**src/rtl/diff_operator_mc.sv**
```systemverilog
`default_nettype none
// ============================================================================
// diff_operator_mc : backward differences of orders 1..MAX_ORDER on N_CH streams
// Revision: 1.0
// ============================================================================
module diff_operator_mc #(
  parameter int DATA_W    = 16,
  parameter int MAX_ORDER = 3,
  parameter int N_CH      = 2,
  parameter int SATURATE  = 1
) (
  input  logic                               clk,
  input  logic                               reset,
  input  logic                               en,
  input  logic                               clr,
  input  logic [N_CH*DATA_W-1:0]             y,
  output logic [N_CH*MAX_ORDER*DATA_W-1:0]   out,
  output logic                               out_valid,
  output logic [MAX_ORDER-1:0]               order_valid,
  output logic [N_CH-1:0]                    sat_flag
);

  localparam int FW    = DATA_W + MAX_ORDER;
  localparam int CNT_W = $clog2(MAX_ORDER + 2);
  localparam logic [CNT_W-1:0]     CNT_MAX = CNT_W'(MAX_ORDER + 1);
  localparam logic signed [FW-1:0] MAX_V   = {{(MAX_ORDER+1){1'b0}}, {(DATA_W-1){1'b1}}};
  localparam logic signed [FW-1:0] MIN_V   = {{(MAX_ORDER+1){1'b1}}, {(DATA_W-1){1'b0}}};

  function automatic logic out_of_range(input logic signed [FW-1:0] v);
    return (v > MAX_V) || (v < MIN_V);
  endfunction

  function automatic logic [DATA_W-1:0] shape(input logic signed [FW-1:0] v);
    logic [DATA_W-1:0] r;
    r = v[DATA_W-1:0];
    if (SATURATE != 0) begin
      if (v > MAX_V)      r = MAX_V[DATA_W-1:0];
      else if (v < MIN_V) r = MIN_V[DATA_W-1:0];
    end
    return r;
  endfunction

  logic [CNT_W-1:0]     count_q, count_d;
  logic [MAX_ORDER-1:0] order_valid_q, order_valid_d;
  logic                 out_valid_q, out_valid_d;

  always_comb begin
    count_d = count_q;
    if (clr)
      count_d = '0;
    else if (en && count_q != CNT_MAX)
      count_d = count_q + 1'b1;
    // order k needs k+1 samples of history
    order_valid_d = '0;
    for (int k = 0; k < MAX_ORDER; k++)
      order_valid_d[k] = (int'(count_d) >= k + 2);
    out_valid_d = en && !clr;
  end

  always_ff @(posedge clk or negedge reset) begin
    if (!reset) begin
      count_q       <= '0;
      order_valid_q <= '0;
      out_valid_q   <= 1'b0;
    end else begin
      count_q       <= count_d;
      order_valid_q <= order_valid_d;
      out_valid_q   <= out_valid_d;
    end
  end

  assign order_valid = order_valid_q;
  assign out_valid   = out_valid_q;

  genvar c;
  generate
    for (c = 0; c < N_CH; c++) begin : g_ch
      logic signed [FW-1:0]        prev_q [MAX_ORDER];
      logic signed [FW-1:0]        prev_d [MAX_ORDER];
      logic signed [FW-1:0]        diff   [MAX_ORDER+1];
      logic [MAX_ORDER*DATA_W-1:0] out_q, out_d;
      logic                        sat_q, sat_d;

      always_comb begin
        diff[0] = {{MAX_ORDER{y[c*DATA_W+DATA_W-1]}}, y[c*DATA_W +: DATA_W]};
        for (int k = 1; k <= MAX_ORDER; k++)
          diff[k] = diff[k-1] - prev_q[k-1];
        prev_d = prev_q;
        out_d  = out_q;
        sat_d  = sat_q;
        if (clr) begin
          for (int k = 0; k < MAX_ORDER; k++)
            prev_d[k] = '0;
          out_d = '0;
          sat_d = 1'b0;
        end else if (en) begin
          for (int k = 0; k < MAX_ORDER; k++) begin
            prev_d[k] = diff[k];
            out_d[k*DATA_W +: DATA_W] = '0;
            if (order_valid_d[k]) begin
              out_d[k*DATA_W +: DATA_W] = shape(diff[k+1]);
              if (out_of_range(diff[k+1]))
                sat_d = 1'b1;
            end
          end
        end
      end

      always_ff @(posedge clk or negedge reset) begin
        if (!reset) begin
          for (int k = 0; k < MAX_ORDER; k++)
            prev_q[k] <= '0;
          out_q <= '0;
          sat_q <= 1'b0;
        end else begin
          prev_q <= prev_d;
          out_q  <= out_d;
          sat_q  <= sat_d;
        end
      end

      assign out[c*MAX_ORDER*DATA_W +: MAX_ORDER*DATA_W] = out_q;
      assign sat_flag[c] = sat_q;
    end
  endgenerate

endmodule
`default_nettype wire
```
**config.mk**
```make
export PLATFORM = sky130hd
export DESIGN_NAME = diff_operator_mc
export DESIGN_NICKNAME = d
export VERILOG_FILES = /design/src/rtl/diff_operator_mc.sv
export SDC_FILE = /design/constraint.sdc
export NUM_CORES = 1
export LEC_CHECK = 0
export ABC_AREA = 0
export CAP_MARGIN = 20
export CORE_UTILIZATION = 31
export DETAILED_ROUTE_END_ITERATION = 7
export GPL_TIMING_DRIVEN = 0
export PLACE_DENSITY = 0.6
export SYNTH_ARGS = -nofsm -noshare
export SYNTH_HDL_FRONTEND = slang
export SYNTH_SLANG_ARGS = --single-unit
```
**constraint.sdc**
```tcl
create_clock -name clk -period 8.6 [get_ports clk]
set_input_delay 1.29 -clock clk [delete_from_list [all_inputs] [get_ports clk]]
set_output_delay 1.29 -clock clk [all_outputs]
set_load 0.01 [all_outputs]
```
# Word level (Yosys, flattened, before mapping)
# Index checks and enable logic that the tools add are counted.
# op_classes
n_addsub	7
magnitude_cmp	15
n_eq_ne	1
n_mux	44
n_reduce_logical	10
# ops
op	n
16-bit two-way mux	18
57-bit two-way mux	4
48-bit two-way mux	4
19-bit by 16-bit > comparator with 1-bit output, second input constant	6
19-bit by 16-bit less-than comparator with 1-bit output, second input constant	6
19-bit subtractor	4
16-bit by 19-bit subtractor with 19-bit output	2
1-bit two-way mux	16
3-bit by 2-bit greater-or-equal comparator with 1-bit output, second input constant	2
1-bit logical OR	6
3-bit two-way mux	2
3-bit by 1-bit adder with 3-bit output, second input constant	1
3-bit greater-or-equal comparator, second input constant	1
3-bit inequality test, second input constant	1
1-bit logical AND	2
2-bit nonzero test	1
1-bit logical NOT	1
# word_totals
ff_bits	219
input_bits	36
out_inout_bits	102
wordCells	90

# Logic depth before layout (Yosys ltp)
# Gate-level depths: netlist (run 1).
# depth
word_depth	12
depth_mapped	32
mapped_depth_nobuf	30

# Worst setup path after synthesis (run 1)
# OpenSTA, ideal clock, no wires.
# synth_path
path_kind	in2reg
start	in y[17]
end	reg g_ch[1].out_q[41]
setup_ns	0.126
t_arrival_ns	6.721
required_time_ns	8.474
path_slack_ns	1.753
path_stages	31
path_buffers	2
path_cell_list	ha_1 nor2b_1 o21ai_0 a21boi_1 o21ai_0 nand2b_1 a21o_1 a21oi_1 xnor2_1 ha_1 a21o_1 a221o_1 a21oi_1 nor2b_1 o21ai_0 nand2b_1 a21oi_1 xnor2_1 ha_1 and3_1 nor2b_1 nor2b_1 a41o_1 o31a_1 o22ai_1 xnor3_2 o41ai_2 and2_1 buf_6 buf_6 a221o_1
# synth_via
elab_chain_cells	9
elab_cells_between_ends	10
classes_between	add/sub (3); order compare (2); mux (5)
# synth_lines
item	line	text
from (decl)	16	input logic [N_CH*DATA_W-1:0] y,
16-bit by 19-bit subtractor with 19-bit output *	87	diff[k] = diff[k-1] - prev_q[k-1];
19-bit subtractor * (2 in series)	87	
19-bit by 16-bit less-than comparator with 1-bit output	38	else if (v < MIN_V) r = MIN_V[DATA_W-1:0];
16-bit two-way mux	38	
16-bit two-way mux *	37	if (v > MAX_V) r = MAX_V[DATA_W-1:0];
16-bit two-way mux *	100	if (order_valid_d[k]) begin
48-bit two-way mux *	96	end else if (en) begin
48-bit two-way mux *	91	if (clr) begin
to (signal assigned)	117	out_q <= out_d;
to (decl)	81	logic [MAX_ORDER*DATA_W-1:0] out_q, out_d;
# Every way passes the cells marked *; elsewhere a longest branch is shown, timed or not. The select of a mux whose other input is x is not followed.
# A chain may end at the register's enable or synchronous reset.

# Final worst setup path (run 1)
# layout_path
start	in y[17]
end	reg g_ch[1].out_q[43]
# Same word-level chain as after synthesis.

==> impl_metrics.json, run 1 <==
{
  "via_per_inst": 5.04,
  "holdBufCountCts": 0,
  "path_class": "input port to register",
  "leakagePower_nw": 7.58,
  "syn-num-nets": 1523,
  "placed_area_mm2": 0.0157,
  "final_cell_area_mm2": 0.0167,
  "rows": 76,
  "first_pass_iters": 6,
  "grtUsageTotal_pct": 17.3,
  "crit_fanout": 10,
  "total_power_mw": 4.98,
  "start_util_pct": 31.4,
  "antenna_found_initial": 0,
  "synthFlopType": "dfrtp_1",
  "hp-start": "g_ch[0].out_q[15]",
  "reg2reg_depth": 32,
  "required_ns": 9.05,
  "synth_area_leaders": "dfrtp_1 (39%), ha_1 (9.8%), a221o_1 (5.6%), mux2i_1 (5.0%), nor2_1 (3.9%)",
  "port_buffers": 135,
  "place_inst": 2098,
  "maxCapViolations": 0,
  "wl_per_cell_um": 17.5,
  "synth-edff-count": 0,
  "cts_resized": 0,
  "fin_crit_sh_pct": 91.8,
  "hold_end": "g_ch[0].out_q[15]",
  "min_path_type": "register to register",
  "grt_pass1_wl_mm": 60.7,
  "synth_most_common_cell": "dfrtp_1",
  "cts_tree": "yes",
  "regToRegEndpoint": "g_ch[1].out_q[43]",
  "postSynthCellCount": 1375,
  "vias": 10828,
  "critical_path.endpoint_type": "register",
  "post_cts_buffers": 0,
  "synth_top_area_share_pct": 39.4,
  "max_freq_mhz": 127,
  "place_hpwl_mm": 29.4,
  "routed_wl_mm": 37.6,
  "cp.arrival_ns": 8.34,
  "coreArea_mm2": 0.0431,
  "die-area_mm2": 0.0445,
  "rrSetupSlack_ns": 1.50,
  "gp_congestion": 0.839,
  "drtIter0Drc": 553,
  "ant_nets": 0,
  "yosysWarnings": 0,
  "numCtsBuffers": 28,
  "die_w_um": 211,
  "drive_above_1_share_pct": 5.56,
  "clockBufferDepth": 3,
  "power.density_mw_per_mm2": 298,
  "syn-cell-area_mm2": 0.0135,
  "start_kind": "input port",
  "ys_seq_area_share_pct": 39.4,
  "slew_headroom_pct": 39.0,
  "nets": 1691,
  "ir_worst_vdd_v": 0.000169,
  "final_util_pct": 38.7,
  "clk_pin_slew_worst_paths_ns": 0.06,
  "drv_slew": 0,
  "grt_max_degree": 78,
  "clock_latency_ns": 0.57,
  "synth_top_area_cell": "dfrtp_1",
  "status": "finished, final reports clean",
  "skew_ns": 0.0167,
  "slowest_delay_ns": 0.47,
  "synth_seq_cells": 213,
  "period_needed_ns": 7.90,
  "yosys-top-cells-count": "dfrtp_1 (213), nor2_1 (141), inv_1 (134)",
  "postLayoutSetupSlackWorst_ns": 0.705,
  "cts_max_level": 1,
  "grt_pass1_vias": 10888,
  "dp_slack_ns": 0.226,
  "diodes": 0,
  "io_pins": 138,
  "whs_path_depth": 2,
  "setup_viol": 0,
  "clkSinkCount": 213,
  "drc": 0,
  "finalNonFillerCells": 2150,
  "overflow": 0,
  "cts_root_buf": "clkbuf_16",
  "setup-tns-final_ns": 0,
  "yosysUniqueCellTypes": 86,
  "crit_slowest_cell": "clkdlybuf4s50_1",
  "area_growth_pct": 23.2,
  "async_reset_ff_share_pct": 100,
  "crit_top_cell": "nor2b_1",
  "holdWs_ns": 0.481,
  "synth_area_per_cell_um2": 9.84,
  "die_h_um": 211,
  "final-hold-violation-count": 0,
  "worstMarginPinSlew_ns": 0.906,
  "r2r_start": "g_ch[1].prev_q[39]",
  "rsz0062_at_grt": "false"
}
-- worst max path at each step --
stage	from	to	slack [ns]	depth (start not counted)
floorplan	y[17]	g_ch[1].out_q[41]	1.75	31
global placement	reset	g_ch[0].out_q[16]	-2.99	1
detailed placement	y[17]	g_ch[1].out_q[43]	0.23	32
CTS	y[17]	g_ch[1].out_q[43]	0.78	32
global route	y[17]	g_ch[1].out_q[46]	0.35	32
finish	y[17]	g_ch[1].out_q[43]	0.70	32
-- kinds of logic after synthesis --
group | after synthesis | share of synthesized area, %
compound gates | 412 | 23.1
simple gates | 294 | 10.2
flops | 213 | 39.4
buf+inv | 191 | 5.69
fa+ha+maj | 113 | 10.8
xor+xnor | 85 | 5.97
mux | 67 | 4.96
-- layer usage --
metal / wire (um) / part of all wire [%] / GRT usage (%) / up-vias
met5: 0 / 0 / 0 / -
met4: 1060 / 2.8 / 5.62 / 0
li1: - / - / - / 5318
met3: 1550 / 4.1 / 2.32 / 59
met1: 17500 / 46 / 23.2 / 5240
met2: 17500 / 47 / 28.6 / 211
-- worst max-delay path: cells and delay by family --
kind | cells | cell delay [ns]
adder cells (fa/ha/maj) | 3 | 1.04
AND/OR/NAND/NOR | 8 | 1.11
AO/OA/AOI/OAI | 15 | 3.38
buffers and inverters | 3 | 0.73
XOR/XNOR | 3 | 0.79
-- layout by cell type, fill, tap and decap left out, types with 23 or more instances in the layout --
cell type / count
a21oi_1: 76
clkbuf_1: 43
ha_1: 106
clkdlybuf4s50_1: 134
a221o_1: 76
clkbuf_16: 28
inv_1: 134
nand2_1: 48
mux2i_1: 67
o21a_1: 23
xnor2_1: 59
nor2_1: 141
o21ai_0: 51
dfrtp_1: 213
a21o_1: 36
a22o_1: 52
-- where the power goes --
part | switching [mW] | internal [mW] | total (mW)
Sequential | 0.0566 | 1.10 | 1.15
Combinational | 1.50 | 1.09 | 2.58
Clock | 0.484 | 0.758 | 1.24
Total | 2.04 | 2.94 | 4.98
-- layout make-up --
type / count / area (um^2)
Buffer: 56 / 258
Clock buffer: 39 / 822
Clock inverter: 13 / 168
Fill cell: 4257 / 26400
Inverter: 135 / 512
Multi-Input combinational cell: 971 / 7430
Sequential cell: 213 / 5330
Tap cell: 585 / 732
Timing Repair Buffer: 138 / 1420
-- state kept, by name (all words and copies together), names as in the netlist --
signal	cells
g_ch.sat_q	2
out_valid	1
order_valid	3
count_q	3
g_ch.out_q	96
g_ch.prev_q	108
Note: power is estimated with default switching activity, not from simulation.
==> run 2: changes to the inputs <==
--- a/config.mk
+++ b/config.mk
@@ -11,6 +11,8 @@
 export DETAILED_ROUTE_END_ITERATION = 7
 export GPL_TIMING_DRIVEN = 0
 export PLACE_DENSITY = 0.6
+export RECOVER_POWER = 50
+export SLEW_MARGIN = 20
 export SYNTH_ARGS = -nofsm -noshare
 export SYNTH_HDL_FRONTEND = slang
 export SYNTH_SLANG_ARGS = --single-unit
==> run 2 against run 1 <==
  * Worst setup slack is essentially flat
  * Clock power decreased by 7%
  * The flow now finishes with violations (capacitance limit, slew limit)
  * Hold slack better by 0.0030 ns
  * Sequential power is essentially flat
  * Critical endpoint unchanged
  * Die area did not move
  * Critical path type unchanged
==> impl_metrics.json, run 2 (synthesis gave the netlist of run 1 again) <==
{
  "status": "complete, but fails checks",
  "violations": "capacitance limit, slew limit",
  "share_seq_of_total_power_pct": 23.6,
  "wl_per_cell_um": 17.4,
  "grt_max_degree": 78,
  "clockBufferDepth": 3,
  "via_per_inst": 5.04,
  "diodes": 0,
  "reg2reg_depth": 32,
  "post_cts_buffers": 0,
  "drtIter0Drc": 538,
  "routed_wl_mm": 37.4,
  "place_inst": 2097,
  "maxCapViolations": 2,
  "crit_fanout": 10,
  "clk_pin_slew_worst_paths_ns": 0.06,
  "worstMarginPinSlew_ns": 3.55,
  "crit_start": "y[17]",
  "cts_resized": 0,
  "drc": 0,
  "rsz0062_at_grt": "false",
  "drive_above_1_share_pct": 5.37,
  "regMostFlops": "g_ch.prev_q",
  "grt_pass1_wl_mm": 59.8,
  "crit_top_cell": "nor2b_1",
  "whs_path_depth": 1,
  "drt-met1-wl_mm": 17.5,
  "wl_met2_mm": 17.3,
  "coreArea_mm2": 0.0431,
  "hp-start": "g_ch[1].prev_q[35]",
  "start_util_pct": 31.4,
  "holdBufCountCts": 0,
  "antenna_found_initial": 1,
  "vias": 10834,
  "met3_length_mm": 1.41,
  "power.density_mw_per_mm2": 295,
  "fillerInstances": 4268,
  "total_power_mw": 4.89,
  "clkPwrFrac_pct": 23.6,
  "power_report.internal_total_mw": 2.86,
  "r2r_start": "g_ch[1].prev_q[39]",
  "skew_ns": 0.0182,
  "cp.arrival_ns": 8.33,
  "top_regs": "g_ch.prev_q (108), g_ch.out_q (96)",
  "grt_pass1_vias": 10809,
  "power_switching_mw": 2.03,
  "drv_slew": 141,
  "cts_root_buf": "clkbuf_16",
  "die_h_um": 211,
  "nets": 1690,
  "max_freq_mhz": 127,
  "min_path_type": "register to register",
  "place_hpwl_mm": 29.3,
  "area_growth_pct": 22.4,
  "gp_congestion": 0.839,
  "first_pass_iters": 5,
  "power_frac_comb_pct": 52.8,
  "cts_tree": "yes",
  "final-hold-violation-count": 0,
  "switching_share_pct": 41.5,
  "clock_latency_ns": 0.56,
  "port_buffers": 135,
  "ant_nets": 0,
  "final_common_cell": "dfrtp_1",
  "path_class": "input port to register",
  "clkSinkCount": 213,
  "largest_reg_flops": 108,
  "holdWs_ns": 0.484,
  "slew_headroom_pct": -136,
  "period_needed_ns": 7.89,
  "setup_viol": 0,
  "die_w_um": 211,
  "ir_worst_vdd_v": 0.000169,
  "cts_max_level": 1,
  "crit_slowest_cell": "clkdlybuf4s50_1",
  "rows": 76,
  "die-area_mm2": 0.0445,
  "leakagePower_nw": 7.63,
  "critical_path.endpoint_type": "register",
  "overflow": 0,
  "numCtsBuffers": 28,
  "maxUsedRoutingLayer": "met5",
  "grtUsageTotal_pct": 17.0,
  "io_pins": 138,
  "final_cell_mix": "dfrtp_1 (213), nor2_1 (140), inv_1 (134), ha_1 (106), clkdlybuf4s50_1 (101)",
  "start_kind": "input port",
  "fin_crit_sh_pct": 91.8,
  "slowest_delay_ns": 0.46,
  "required_ns": 9.04,
  "finalNonFillerCells": 2148
}
## run 2: path summary, 6_finish.rpt
check,slack (ns),to
setup / recovery,0.71,g_ch[1].out_q[43]
hold / removal,0.48,g_ch[1].prev_q[35]
max in group asynchronous,1.63,g_ch[1].out_q[36]
min in group asynchronous,1.94,g_ch[1].prev_q[47]
hold reg to reg,0.48,g_ch[1].prev_q[35]
setup reg to reg,1.49,g_ch[1].out_q[43]
## run 2: through the flow
stage	setup TNS [ns]	instance area [um^2]	setup slack, ns	utilization [%]
2_1_floorplan	0	13500	1.75	-
3_3_place_gp	-631.87	15600	-2.99	36.2
3_5_place_dp	0	15700	0.216	36.4
5_1_grt	0	16600	0.178	38.5
6_report	0	16600	0.705	38.5
4_1_cts	0	16600	0.767	38.5
## run 2: critical path: cells and delay by family
| kind | cells | cell delay (ns) |
|---|---|---|
| fa+ha+maj | 3 | 1.04 |
| xor+xnor | 3 | 0.80 |
| buf+inv | 3 | 0.72 |
| simple gates | 8 | 1.10 |
| compound gates | 15 | 3.35 |
## run 2: cell type report
cell class	count	area [um^2]	area share (%)
inverter	135	512	3.09
buffer	56	258	1.56
multi-input combinational	971	7430	44.9
clock buffer	34	753	4.55
clock inverter	17	164	0.990
sequential	213	5330	32.2
timing repair buffer	137	1380	8.35
tap	585	732	4.42
## run 2: metal layers
layer / vias to the layer above / track usage, %
met5: - / 0
met3: 62 / 2.33
met1: 5252 / 22.9
li1: 5319 / -
met2: 199 / 27.8
met4: 2 / 6.10
## run 2: power groups by stage
stage / registers, mW / clock network [mW] / logic [mW]
floorplan: 1.16 / 0 / 1.94
global placement: 1.17 / 0 / 2.53
detailed placement: 1.17 / 0 / 2.57
CTS: 1.15 / 1.18 / 2.58
global route: 1.16 / 1.22 / 2.87
finish: 1.15 / 1.15 / 2.58
